===== src/rtl/dout_writer.sv =====
// Four-lane ADC serial frame transmitter: drdy strobe, dclk, din0..din3.
// Optional status word per lane enabled by DOUT_WRITER_STATUS_EN.
module dout_writer #(
  parameter int unsigned CLK_DIV  = 4,
  parameter int unsigned DRDY_LEN = 1
) (
  input  logic        clk,
  input  logic        reset,
  input  logic        tick_i,
  input  logic [23:0] ch1_i,
  input  logic [23:0] ch2_i,
  input  logic [23:0] ch3_i,
  input  logic [23:0] ch4_i,
  input  logic [23:0] ch5_i,
  input  logic [23:0] ch6_i,
  input  logic [23:0] ch7_i,
  input  logic [23:0] ch8_i,
  output logic        drdy_o,
  output logic        dclk_o,
  output logic [3:0]  dout_o,
  output logic        busy_o,
  output logic        done_o,
  output logic        overrun_o
);

`ifdef DOUT_WRITER_STATUS_EN
  localparam int unsigned LANE_W = 72;
`else
  localparam int unsigned LANE_W = 48;
`endif
  localparam int unsigned DRDY_CYC = DRDY_LEN * 2 * CLK_DIV;
  localparam int unsigned PER_CYC  = 2 * CLK_DIV;
  localparam int unsigned CNT_MAX  = (DRDY_CYC > PER_CYC) ? DRDY_CYC : PER_CYC;
  localparam int unsigned CNT_W    = (CNT_MAX > 2) ? $clog2(CNT_MAX) : 1;
  localparam int unsigned BIT_W    = $clog2(LANE_W);

  typedef enum logic [1:0] {S_IDLE, S_DRDY, S_SHIFT} state_t;

  state_t                        state_q;
  logic [CNT_W-1:0]              cnt_q;
  logic [BIT_W-1:0]              bit_q;
  logic [3:0][LANE_W-1:0]        sh_q;
  logic                          drdy_q, dclk_q, busy_q, done_q, overrun_q;
  logic [3:0]                    dout_q;
  logic [23:0]                   ch [8];
`ifdef DOUT_WRITER_STATUS_EN
  logic [15:0]                   frame_cnt_q;
`endif

  assign ch[0] = ch1_i;
  assign ch[1] = ch2_i;
  assign ch[2] = ch3_i;
  assign ch[3] = ch4_i;
  assign ch[4] = ch5_i;
  assign ch[5] = ch6_i;
  assign ch[6] = ch7_i;
  assign ch[7] = ch8_i;

  // Frame sequencer; every output is a register updated one cycle ahead.
  always_ff @(posedge clk) begin
    if (reset) begin
      state_q   <= S_IDLE;
      cnt_q     <= '0;
      bit_q     <= '0;
      sh_q      <= '0;
      drdy_q    <= 1'b1;
      dclk_q    <= 1'b0;
      dout_q    <= '0;
      busy_q    <= 1'b0;
      done_q    <= 1'b0;
      overrun_q <= 1'b0;
`ifdef DOUT_WRITER_STATUS_EN
      frame_cnt_q <= '0;
`endif
    end else begin
      done_q <= 1'b0;
      if (tick_i && state_q != S_IDLE) overrun_q <= 1'b1;
      unique case (state_q)
        S_IDLE: begin
          dclk_q <= 1'b0;
          dout_q <= '0;
          if (tick_i) begin
            for (int k = 0; k < 4; k++) begin
`ifdef DOUT_WRITER_STATUS_EN
              sh_q[k] <= {8'hA5, frame_cnt_q, ch[2*k], ch[2*k+1]};
`else
              sh_q[k] <= {ch[2*k], ch[2*k+1]};
`endif
            end
            state_q <= S_DRDY;
            drdy_q  <= 1'b0;
            busy_q  <= 1'b1;
            cnt_q   <= '0;
            bit_q   <= '0;
          end
        end
        S_DRDY: begin
          if (cnt_q == CNT_W'(DRDY_CYC - 1)) begin
            state_q <= S_SHIFT;
            drdy_q  <= 1'b1;
            cnt_q   <= '0;
            for (int k = 0; k < 4; k++) begin
              dout_q[k] <= sh_q[k][LANE_W-1];
              sh_q[k]   <= sh_q[k] << 1;
            end
          end else begin
            cnt_q <= cnt_q + CNT_W'(1);
          end
        end
        S_SHIFT: begin
          if (cnt_q == CNT_W'(PER_CYC - 1)) begin
            cnt_q  <= '0;
            dclk_q <= 1'b0;
            if (bit_q == BIT_W'(LANE_W - 1)) begin
              state_q <= S_IDLE;
              dout_q  <= '0;
              busy_q  <= 1'b0;
              done_q  <= 1'b1;
`ifdef DOUT_WRITER_STATUS_EN
              frame_cnt_q <= frame_cnt_q + 16'd1;
`endif
            end else begin
              bit_q <= bit_q + BIT_W'(1);
              // Next bit goes out on the first low cycle of its period.
              for (int k = 0; k < 4; k++) begin
                dout_q[k] <= sh_q[k][LANE_W-1];
                sh_q[k]   <= sh_q[k] << 1;
              end
            end
          end else begin
            cnt_q <= cnt_q + CNT_W'(1);
            if (cnt_q == CNT_W'(CLK_DIV - 1)) dclk_q <= 1'b1;
          end
        end
        default: state_q <= S_IDLE;
      endcase
    end
  end

  assign drdy_o    = drdy_q;
  assign dclk_o    = dclk_q;
  assign dout_o    = dout_q;
  assign busy_o    = busy_q;
  assign done_o    = done_q;
  assign overrun_o = overrun_q;

endmodule


===== config.mk =====
export PLATFORM = sky130hd
export DESIGN_NAME = dout_writer
export DESIGN_NICKNAME = d
export VERILOG_FILES = /design/src/rtl/dout_writer.sv
export SDC_FILE = /design/constraint.sdc
export NUM_CORES = 1
export LEC_CHECK = 0
export ABC_AREA = 1
export CAP_MARGIN = 10
export CORE_MARGIN = 4
export CORE_UTILIZATION = 35
export CTS_CLUSTER_SIZE = 20
export DETAILED_ROUTE_END_ITERATION = 8
export PLACE_DENSITY_LB_ADDON = 0.15
export SETUP_SLACK_MARGIN = 0.15
export SLEW_MARGIN = 0
export SYNTH_ARGS = -nofsm -noshare
export SYNTH_HDL_FRONTEND = slang
export SYNTH_SLANG_ARGS = --single-unit

===== constraint.sdc =====
create_clock -name clk -period 2.45 [get_ports clk]
set_input_delay 0.49 -clock clk [delete_from_list [all_inputs] [get_ports clk]]
set_output_delay 0.49 -clock clk [all_outputs]
set_load 0.02 [all_outputs]

# Word-level counts from Yosys, hierarchy flattened
# Cells that the tools add are included.
# totals
register_bits	212
word_cells	77
out_inout_bits	9
# classes
bitwise_logic	2
muxes	32
eq_ne	11
n_addsub	2
reduce_logical	17
# ops
cell	count
192-bit 2-to-1 mux	4
192-bit case mux with 3 select lines	1
6-bit 2-to-1 mux	3
4-bit 2-to-1 mux	3
4-bit case mux with 3 select lines	1
6-bit case mux with 2 select lines	1
4-bit AND reduction	3
2-bit inequality test (second input constant)	5
1-bit 2-to-1 mux	8
2-bit 2-to-1 mux	4
2-bit nonzero test	4
6-bit by 1-bit adder with 6-bit output (second input constant)	1
6-bit == test (second input constant)	1
3-bit 2-to-1 mux	2
1-bit case mux with 2 select lines	3
2-bit case mux with 3 select lines	1
3-bit case mux with 2 select lines	1
3-bit AND reduction	2
5-bit AND reduction	1
2-bit AND reduction	2
3-bit by 1-bit adder with 3-bit output (second input constant)	1
3-bit by 2-bit == test with 1-bit output (second input constant)	1
3-bit == test (second input constant)	1
3-bit inequality test (second input constant)	1
other kinds (8)	9

# Depth between registers and ports, before layout
# logic_depth
ltp_word	4
mapped_depth	12

# Least setup slack after synthesis
# Ideal clock, no wire load.
# synth_path
path_type	reg-to-reg
start	register state_q[0]
end	register sh_q[85] in the netlist's numbering
t_arrival_ns	1.637
setup_slack_ns	0.699
path_stages_with_launch	9
path_cell_list	dfxtp_1 inv_1 ha_1 buf_2 clkbuf_1 mux2i_1 nand3_1 nand2_1 nor2_1
# synth_via
elab_chain_cells	3
word_cells_on_any_way	10
cone_classes	eq/ne: 6; mux: 1; reduce/logical: 3
# synth_lines
item	line	text
start, declared	39	state_t state_q;
start signal, assigned	62	state_q <= S_IDLE;
start signal, assigned	90	state_q <= S_DRDY;
start signal, assigned	99	state_q <= S_SHIFT;
2-bit == test, or another cell as far along	78	unique case (state_q)
2-bit inequality test (no source line) or 3-bit nonzero test (tied branches)	--	
5-bit AND reduction (no source line)	--	
end signal, assigned by index	87	sh_q[k] <= {ch[2*k], ch[2*k+1]};
end signal, assigned by index	104	sh_q[k] <= sh_q[k] << 1;
end signal, assigned by index	127	sh_q[k] <= sh_q[k] << 1;
end, declared	42	logic [3:0][LANE_W-1:0] sh_q;
# Parallel ways exist; a longest one is shown, timed or not.
# A chain may end at the register's enable or synchronous reset.

# Worst setup path in the final report
# layout_path
start	register state_q[0]
end	register sh_q[167] in the netlist's numbering
# Same word-level chain as after synthesis.

==> reports/qor.yml <==
outcome:
  outcome: "completed"
cells_and_area:
  fill_cells: 2896
  syn_to_final_growth_pct: 31.5
  multi_input_area_sq_um: 5570
  drive_gt1_share_pct: 4.76
  finish.net_count: 1757
  final_cell_mix: "409 x nor2_1, 219 x nand2_1, 212 x dfxtp_1, 203 x clkdlybuf4s50_1, 195 x nand3_1"
  regArea_sq_um: 4240
  instances_no_fill: 1961
  final_common_cell: "nor2_1"
routing:
  viasPerCell: 4.76
  wire_per_inst_um: 14.3
  drc: 0
  routed_wl_um: 28000
  vias: 9331
  drtIter0Drc: 682
  drtPass1Iterations: 5
  ant_nets: 0
logic_synthesis:
  synth_top_family_by_area: "simple AND/OR/NAND/NOR gates"
  yosysUniqueCellTypes: 23
  synth-xor-area-share_pct: 0
  synthAdderAreaFrac_pct: 0.959
  synth_compound_area_share_pct: 1.51
  async_flop_share_pct: 0
  yosys_warnings: 0
  muxShareOfSynthArea_pct: 18.0
  avgSynthCellArea_sq_um: 7.42
  ys_seq_area_share_pct: 40.6
  postSynthCellCount: 1407
  syn_nets: 1610
  synthFlopType: "dfxtp_1"
  yosys.area_share.simple_pct: 32.7
  synth-seq-cells: 212
  synth-edff-count: 0
  synth_area_sq_um: 10400
sta:
  fin_worst_skew_ns: 0.00555
  max_freq_mhz: 487
  fin_crit_ns: 2.05
  worstMarginPinSlew_ns: 0.519
  hold_violations: 0
  relSlewSlack_pct: 65.4
  drv_slew: 0
  fin_setup_tns_ns: 0
  finalSetupViolations: 0
  rsz0062_at_grt: "no"
  timing.hold.ws_ns: 0.468
  period_share_pct: 83.7
hold_path:
  min_delay_path_depth: 2
  worstHoldStart: "dout_o[3]"
  min_to: "dout_o[3]"
  hp-class: "reg -> reg"
clock_tree:
  root_buffer: "clkbuf_16"
  cts_tree: "done"
  hold_buffers: 0
  cts_buffers: 26
  clk_latency_ns: 0.52
  clkTransAtPathRegs_ns: 0.06
  h-tree-depth: 1
  cts_setup_buffers: 0
  post_cts_resize_count: 0
  cts.sinks: 212
  max-clock-path-buffers: 3
die:
  dieArea_sq_um: 32700
  pin_count: 204
  std_cell_rows: 62
  core_sq_um: 29100
  die_h_um: 181
  die_x_um: 181
  start_util_pct: 35.9
power:
  power_density_nw_per_um2: 1490
  vdd_ir_drop_max_mv: 1.24
  power.leakage_nw: 6.13
worst_setup_path:
  reg2reg_depth: 10
  critPathRequiredTime_ns: 2.90
  reg2reg_from: "state_q[0]"
  path_class: "reg -> reg"
  end_kind: "register"
  startpoint: "state_q[0]"
  r2r_slack_ns: 0.40
  startpoint_type: "register"
  cp.arrival_ns: 2.50
  crit_fanout: 57
  timing.rr.end: "sh_q[167]"
grt:
  grt_max_degree: 106
  grt_pass1_vias: 8799
  grt_util_all_layers_pct: 16.1
  antenna_found_initial: 7
  grt_pass1_wl_um: 45200
  globalRouteOverflowTotal: 0
place:
  numPlacedInstances: 1910
  port_buffers: 203
  gp_congestion: 0.778
  dpl.hpwl_um: 17500
run:
  cap_viol_max_count: 0
[registers in the layout, summed over array words and instances (netlist names)]
name / count
sh_q: 192
bit_q: 6
dout_o: 4
cnt_q: 3
state_q: 2
busy_o: 1
dclk_o: 1
done_o: 1
drdy_o: 1
overrun_o: 1
[per-stage QoR]
step | area [sq um] | setup slack, ns | util [%] | power (W)
4_1_cts | 13700 | 0.342 | 47.2 | 0.0207
6_report | 13700 | 0.398 | 47.2 | 0.0204
3_3_place_gp | 12800 | 0.177 | 44.1 | 0.0166
2_1_floorplan | 10400 | 0.699 | - | 0.0144
3_5_place_dp | 12800 | 0.164 | 44.1 | 0.0167
5_1_grt | 13700 | 0.208 | 47.2 | 0.0223
[worst max path at each step]
stage	cells after the start	slack, ns	endpoint
6_report	10	0.40	sh_q[167]
4_1_cts	9	0.34	sh_q[5]
3_5_place_dp	9	0.16	sh_q[5]
2_1_floorplan	8	0.70	sh_q[85]
3_3_place_gp	9	0.18	sh_q[92]
5_1_grt	10	0.21	sh_q[172]
[critical path, stage by stage, from the launching register on]
cell     delay (ns)
dfxtp_1        0.37
inv_1          0.11
ha_1           0.30
nand2_2        0.14
nand3_4        0.11
nor2_4         0.21
nand2_2        0.13
inv_6          0.13
buf_12         0.27
nor2_1         0.07
nor2_1         0.11
[report_power, final]
part	internal, W	switching [W]
clock network	0.00246	0.00145
registers	0.00502	0.000744
logic	0.00469	0.00608
total	0.0122	0.00828
[metal layers]
layer	global-route usage, %	wire (um)	up-vias
met5	0	42	-
met4	3.90	561	8
met3	3.98	1710	44
met2	24.3	12100	211
met1	23.3	13500	4204
li1	-	-	4864
[Yosys cell counts (4+ instances only)]
cell      count  area share (%)
a21oi_1      13            0.62
buf_1         4            0.14
buf_2        52             2.5
buf_4        20             1.4
clkbuf_1     31             1.1
dfxtp_1     212              41
ha_1          8            0.96
inv_1        25            0.90
mux2i_1     188              18
nand2_1     220             7.9
nand3_1     195             9.3
nor2_1      409              15
o21ai_0      13            0.62
[cell families after synthesis]
family,after synthesis
DFF,212
adders and majority gates,8
buffers and inverters,135
and+or+nand+nor,834
AOI/OAI and AO/OA,30
muxes,188
[area by class of cell]
type | count | share of cell area [%]
Clock buffer | 43 | 5.94
Tap cell | 384 | 3.50
Sequential cell | 212 | 30.9
Multi-Input combinational cell | 1060 | 40.6
Clock inverter | 5 | 0.547
Inverter | 28 | 0.838
Antenna cell | 3 | 0.0547
Timing Repair Buffer | 226 | 17.6
No activity file was read; power rests on OpenSTA's default activity.
